===== src/rtl/cache_access_arbiter_if.sv =====
// Requester and cache-side handshake bundle for the cache access arbiter.
// The master modport is the requester/cache side; the slave modport is the arbiter.
interface cache_access_arbiter_if #(
  parameter int NUM_REQ = 3,
  parameter int ADDR_W  = 32
);
  logic [NUM_REQ-1:0]        req_valid;
  logic [2*NUM_REQ-1:0]      req_type;
  logic [ADDR_W*NUM_REQ-1:0] req_addr;
  logic [NUM_REQ-1:0]        req_ready;
  logic                      cache_valid;
  logic [1:0]                Access_type;
  logic [ADDR_W-1:0]         Hex_address;
  logic                      cache_done;

  modport master (
    output req_valid, req_type, req_addr, cache_done,
    input  req_ready, cache_valid, Access_type, Hex_address
  );

  modport slave (
    input  req_valid, req_type, req_addr, cache_done,
    output req_ready, cache_valid, Access_type, Hex_address
  );
endinterface


===== src/rtl/cache_access_arbiter.sv =====
// Round-robin arbiter that keeps one access outstanding to a shared cache model,
// filtering illegal request types and abandoning accesses that never complete.
module cache_access_arbiter #(
  parameter int NUM_REQ = 3,
  parameter int ADDR_W  = 32,
  parameter int TIMEOUT = 16
) (
  input  logic                       clk,
  input  logic                       rst,
  cache_access_arbiter_if.slave      bus,
  output logic [$clog2(NUM_REQ)-1:0] grant_id,
  output logic                       illegal_type,
  output logic                       timeout_err,
  output logic [31:0]                issue_count
);
  localparam int PW = $clog2(NUM_REQ);
  localparam int CW = $clog2(TIMEOUT) + 1;

  typedef enum logic [1:0] {IDLE, ISSUE, WAIT, ERR} state_t;

  state_t            state_reg, state_next;
  logic [PW-1:0]     rr_reg, rr_next;
  logic [PW-1:0]     grant_reg, grant_next;
  logic [PW-1:0]     winner;
  logic              any_valid;
  logic [1:0]        type_reg, type_next;
  logic [ADDR_W-1:0] addr_reg, addr_next;
  logic              timeout_reg, timeout_next;
  logic [31:0]       count_reg, count_next;
  logic [CW-1:0]     wait_reg, wait_next, wait_inc;

  logic [1:0]        type_arr [NUM_REQ];
  logic [ADDR_W-1:0] addr_arr [NUM_REQ];

  genvar gi;
  generate
    for (gi = 0; gi < NUM_REQ; gi++) begin : g_slice
      assign type_arr[gi] = bus.req_type[2*gi +: 2];
      assign addr_arr[gi] = bus.req_addr[ADDR_W*gi +: ADDR_W];
    end
  endgenerate

  // First valid requester at or after the round-robin pointer, wrapping.
  always_comb begin
    int cand;
    any_valid = 1'b0;
    winner    = '0;
    cand      = 0;
    for (int k = 0; k < NUM_REQ; k++) begin
      cand = int'(rr_reg) + k;
      if (cand >= NUM_REQ) cand = cand - NUM_REQ;
      if (!any_valid && bus.req_valid[cand]) begin
        any_valid = 1'b1;
        winner    = PW'(cand);
      end
    end
  end

  assign wait_inc = wait_reg + 1'b1;

  always_ff @(posedge clk) begin
    if (rst) begin
      state_reg   <= IDLE;
      rr_reg      <= '0;
      grant_reg   <= '0;
      type_reg    <= '0;
      addr_reg    <= '0;
      timeout_reg <= 1'b0;
      count_reg   <= '0;
      wait_reg    <= '0;
    end else begin
      state_reg   <= state_next;
      rr_reg      <= rr_next;
      grant_reg   <= grant_next;
      type_reg    <= type_next;
      addr_reg    <= addr_next;
      timeout_reg <= timeout_next;
      count_reg   <= count_next;
      wait_reg    <= wait_next;
    end
  end

  always_comb begin
    state_next   = state_reg;
    rr_next      = rr_reg;
    grant_next   = grant_reg;
    type_next    = type_reg;
    addr_next    = addr_reg;
    timeout_next = timeout_reg;
    count_next   = count_reg;
    wait_next    = wait_reg;
    unique case (state_reg)
      IDLE: begin
        if (any_valid) begin
          type_next  = type_arr[winner];
          addr_next  = addr_arr[winner];
          grant_next = winner;
          rr_next    = (winner == PW'(NUM_REQ - 1)) ? '0 : winner + 1'b1;
          state_next = (type_arr[winner] == 2'd3) ? ERR : ISSUE;
        end
      end
      ISSUE: begin
        if (count_reg != '1) count_next = count_reg + 32'd1;
        wait_next  = '0;
        state_next = bus.cache_done ? IDLE : WAIT;
      end
      WAIT: begin
        // A completion arriving on the last allowed cycle wins over the abort.
        if (bus.cache_done) begin
          state_next = IDLE;
        end else begin
          wait_next = wait_inc;
          if (wait_inc == CW'(TIMEOUT - 1)) begin
            timeout_next = 1'b1;
            state_next   = IDLE;
          end
        end
      end
      ERR:     state_next = IDLE;
      default: state_next = IDLE;
    endcase
  end

  // Ready is withheld during reset so nothing is accepted that the FSM then loses.
  always_comb begin
    bus.req_ready = '0;
    if (state_reg == IDLE && any_valid && !rst) bus.req_ready = NUM_REQ'(1) << winner;
    bus.cache_valid = (state_reg == ISSUE);
    illegal_type    = (state_reg == ERR);
    bus.Access_type = type_reg;
    bus.Hex_address = addr_reg;
    grant_id        = grant_reg;
    timeout_err     = timeout_reg;
    issue_count     = count_reg;
  end
endmodule


===== src/flat_wrapper.sv =====
// flat-port wrapper written by rule: the top's interface ports become plain ports
module cache_access_arbiter_flat 
#(
  parameter int NUM_REQ = 3,
  parameter int ADDR_W  = 32,
  parameter int TIMEOUT = 16
)
  (clk, rst, grant_id, illegal_type, timeout_err, issue_count, bus_req_valid, bus_req_type, bus_req_addr, bus_cache_done, bus_req_ready, bus_cache_valid, bus_Access_type, bus_Hex_address);
  cache_access_arbiter_if #(.NUM_REQ(NUM_REQ), .ADDR_W(ADDR_W)) bus_i ();
  input  logic clk;
  input  logic rst;
  output logic [$clog2(NUM_REQ)-1:0] grant_id;
  output logic illegal_type;
  output logic timeout_err;
  output logic [31:0] issue_count;
  input wire logic [$bits(bus_i.req_valid)-1:0] bus_req_valid;
  input wire logic [$bits(bus_i.req_type)-1:0] bus_req_type;
  input wire logic [$bits(bus_i.req_addr)-1:0] bus_req_addr;
  input wire logic [$bits(bus_i.cache_done)-1:0] bus_cache_done;
  output wire logic [$bits(bus_i.req_ready)-1:0] bus_req_ready;
  output wire logic [$bits(bus_i.cache_valid)-1:0] bus_cache_valid;
  output wire logic [$bits(bus_i.Access_type)-1:0] bus_Access_type;
  output wire logic [$bits(bus_i.Hex_address)-1:0] bus_Hex_address;
  assign bus_i.req_valid = bus_req_valid;
  assign bus_i.req_type = bus_req_type;
  assign bus_i.req_addr = bus_req_addr;
  assign bus_i.cache_done = bus_cache_done;
  assign bus_req_ready = bus_i.req_ready;
  assign bus_cache_valid = bus_i.cache_valid;
  assign bus_Access_type = bus_i.Access_type;
  assign bus_Hex_address = bus_i.Hex_address;
  cache_access_arbiter #(.NUM_REQ(NUM_REQ), .ADDR_W(ADDR_W), .TIMEOUT(TIMEOUT)) u_core (.clk(clk), .rst(rst), .bus(bus_i), .grant_id(grant_id), .illegal_type(illegal_type), .timeout_err(timeout_err), .issue_count(issue_count));
endmodule

===== config.mk =====
export PLATFORM = sky130hd
export DESIGN_NAME = cache_access_arbiter_flat
export DESIGN_NICKNAME = d
export VERILOG_FILES = /design/src/rtl/cache_access_arbiter_if.sv /design/src/rtl/cache_access_arbiter.sv /design/src/flat_wrapper.sv
export SDC_FILE = /design/constraint.sdc
export NUM_CORES = 1
export LEC_CHECK = 0
export CAP_MARGIN = 5
export CELL_PAD_IN_SITES_DETAIL_PLACEMENT = 0
export CELL_PAD_IN_SITES_GLOBAL_PLACEMENT = 1
export CORE_ASPECT_RATIO = 2
export CORE_UTILIZATION = 31
export DETAILED_ROUTE_END_ITERATION = 8
export PLACE_DENSITY = 0.89
export SYNTH_ARGS = -nofsm -noshare
export SYNTH_HDL_FRONTEND = slang
export SYNTH_SLANG_ARGS = --single-unit

===== constraint.sdc =====
create_clock -name clk -period 2.9 [get_ports clk]
set_input_delay 0.435 -clock clk [delete_from_list [all_inputs] [get_ports clk]]
set_output_delay 0.435 -clock clk [all_outputs]
set_load 0.02 [all_outputs]

==> results.ini <==
[outcome]
run_status = complete, no violations

[cells_and_area]
finalCoreUtilization_pct = 48.89
drive_gt1_share_pct = 8.523
final_cells = 894
num-nets-final = 815
syn2layout_area_growth_pct = 53.20

[route]
dr.pass1.iters = 4
vias_per_cell = 5.345
antenna_left = 0
vias = 4778
wirelength_um = 15070
wl_per_cell_um = 16.86
drc = 0
dr.first_iter.drc_count = 200

[timing]
fin_setup_tns_ns = 0
whs_ns = 0.4721
fmax_ghz = 0.3619
rsz0062_at_grt = false
finalSetupViolCount = 0
hold_viol = 0
slew-limit-headroom_pct = 39.04
fin_crit_sh_pct = 95.27
finClkSkew_ns = 0.007899
post-route-min-period_ns = 2.763
worst_slew_pin_slew_ns = 0.9122
slew_violations = 0

[logic_synthesis]
ys_ff_latch = 78
synth_cell_types = 51
synthArstFlopShare_pct = 0
synth_area_leader_cell = dfxtp_1
syn-num-nets = 646
synthCells = 531
synth_simple_gate_area_share_pct = 25.57
syn_area_sq_um = 4433
synth_edf_count = 0
synth-xor-area-share_pct = 5.730
synth_top_family_by_area = simple AND/OR/NAND/NOR gates
synthTopCellsByCount = 78 x dfxtp_1, 78 x nor2_1, 46 x nand3_1
synth_top_area_share_pct = 35.22
synth.area.mux_share_pct = 1.665
synthTopCellsByArea = dfxtp_1 35%, nor2_1 6.6%, a22o_1 6.5%
ys_seq_area_share_pct = 35.22
ys_warn_count = 0
avgSynthCellArea_sq_um = 8.348
synthAdderAreaFrac_pct = 1.976
synthFlopType = dfxtp_1
synth_compound_area_share_pct = 23.48

[pwr]
pwr-share-clk_pct = 22.5
swShare_pct = 40.19
intPower_mw = 3.438
power_density_nw_per_um2 = 846.5
sequentialPowerShare_pct = 24.8
power_mw = 5.749
p_sw_mw = 2.311
ir_drop_mv = 0.3954
pwr-share-comb_pct = 52.7
p_leak_nw = 2.510

[min_path]
min_from = u_core.bus.Access_type[0]
min_delay_path_depth = 1
whs_endpoint = u_core.bus.Access_type[0]
hold_class = register to register

[worst_setup_path]
cp_max_fo = 7
crit_required_ns = 2.47
worst-path-stages = 9
critPathTopFamily = simple AND/OR/NAND/NOR gates
path_buf_inv = 2
worstSetupPathType = register to output port
r2r_start = u_core.rr_reg[1]
rrSetupSlack_ns = 0.16
crit_path_max_incr_delay_ns = 0.38
crit_slowest_cell = dfxtp_2
reg2reg_depth = 9
path_cells = inv_1, ha_2, mux2i_4, o21ai_4, nor3_4, nor4_4, nand2_1, a21oi_1, buf_2
cp-end-kind = output port
worstSetupStartpointType = register
rr_endpoint = u_core.bus.Hex_address[18]
cp_data_arrival_time_ns = 2.33

[place]
placed_cells = 878
dp_hpwl_um = 10780
port_buffers = 181
gp_congestion = 0.8664

[global_routing]
first_global_vias = 4647
antenna_found_initial = 1
gr-usage-all-layers_pct = 19.90
grt_overflow = 0
grt_max_degree = 66
grt_pass1_wl_um = 23380

[floorplan]
dieArea_sq_um = 14810
core-area_sq_um = 13890
initial_core_util_pct = 31.91
pin_count = 182
die_h_um = 171.1
die_w_um = 86.56
row_count = 61

[clocking]
cts_root_buffer = clkbuf_16
cts_buffers = 9
cts.sinks = 78
cts_max_level = 3
cts.clk_slew.worst_paths_ns = 0.06
cts_setup_buffers = 0
cts_tree = done
clk-insertion-delay-late_ns = 0.34
clock_path_buffers = 2

[flow_run]
max-cap-violations = 0

==> worst reg2reg max path: cells and delay by family (launching register included) <==
kind | cells | cell delay (ns)
buffers and inverters | 2 | 0.25
AND/OR/NAND/NOR | 3 | 1.04
flip-flops | 1 | 0.35
adder cells (fa/ha/maj) | 1 | 0.30
AO/OA/AOI/OAI | 2 | 0.39
multiplexers | 1 | 0.35
==> repair_timing <==
action                                  CTS  global route
pin swaps                                 0             1
resized for setup                         8            10
endpoints found under the setup margin   36            36
hold buffers                              0             0
==> cell type report <==
class | count | area, sq um
clock inverter | 6 | 111.4
inverter | 8 | 30.03
clock buffer | 9 | 225.2
fill | 1359 | 7099
multi-input combinational | 398 | 2634
tap | 189 | 236.5
sequential | 78 | 1563
antenna | 1 | 2.502
timing repair buffer | 205 | 1989
==> cell families (layout without fill, tap and decap cells) <==
kind of cell / after synthesis / in the layout
adder cells (fa/ha/maj): 7 / 7
AND/OR/NAND/NOR: 218 / 218
AO/OA/AOI/OAI: 137 / 137
XOR/XNOR: 29 / 29
buffers and inverters: 55 / 228
flip-flops: 78 / 78
other: 0 / 1
multiplexers: 7 / 7
==> cells in the final DEF, fill, tap and decap left out, drive strengths merged, types with 3 or more instances in the layout <==
cell / instances
nand4: 22
nor2b: 4
and3: 11
nand3: 46
inv: 8
and2: 5
nor2: 79
a211oi: 3
nand4b: 3
o211ai: 33
ha: 7
clkdlybuf4s50: 178
a22oi: 3
o2bb2ai: 3
xnor2: 4
nor3: 5
nand3b: 3
xor2: 25
nand2: 21
and4: 6
a22o: 33
a31oi: 33
dfxtp: 78
mux2i: 7
nand2b: 3
bufinv: 3
clkbuf: 11
o21ai: 11
buf: 25
a21oi: 7
nor3b: 5
==> power groups by stage <==
stage	Combinational, mW	Clock (mW)	Sequential [mW]
2_1_floorplan	1.76	0	1.62
3_3_place_gp	2.92	0	1.43
3_5_place_dp	2.98	0	1.44
4_1_cts	2.99	1.32	1.42
5_1_grt	3.26	1.36	1.45
6_report	3.03	1.29	1.43
==> routing by layer <==
metal,track usage [%],vias up,wire [um]
met5,0,-,0
met2,35.89,216,7560
met1,21.45,2231,5842
li1,-,2306,-
met4,8.188,0,331
met3,5.451,25,1336
==> worst max path at each step <==
stage	slack, ns	endpoint	start
2_1_floorplan	0.36	bus_req_ready[2]	u_core.rr_reg[0]
3_3_place_gp	-0.10	bus_req_ready[1]	bus_req_valid[0]
3_5_place_dp	-0.14	bus_req_ready[1]	bus_req_valid[1]
4_1_cts	0.02	bus_req_ready[2]	u_core.rr_reg[0]
5_1_grt	0.006	bus_req_ready[2]	u_core.rr_reg[1]
6_report	0.14	bus_req_ready[1]	u_core.rr_reg[1]
==> per-stage QoR <==
| step | area, sq um | setup WS [ns] |
|---|---|---|
| after floorplan | 4433 | 0.3610 |
| after global placement | 6436 | -0.1011 |
| after detailed placement | 6436 | -0.1434 |
| after CTS | 6783 | 0.01557 |
| after global routing | 6792 | 0.005911 |
| final | 6792 | 0.1371 |
Power figures use the tool's default switching activity.
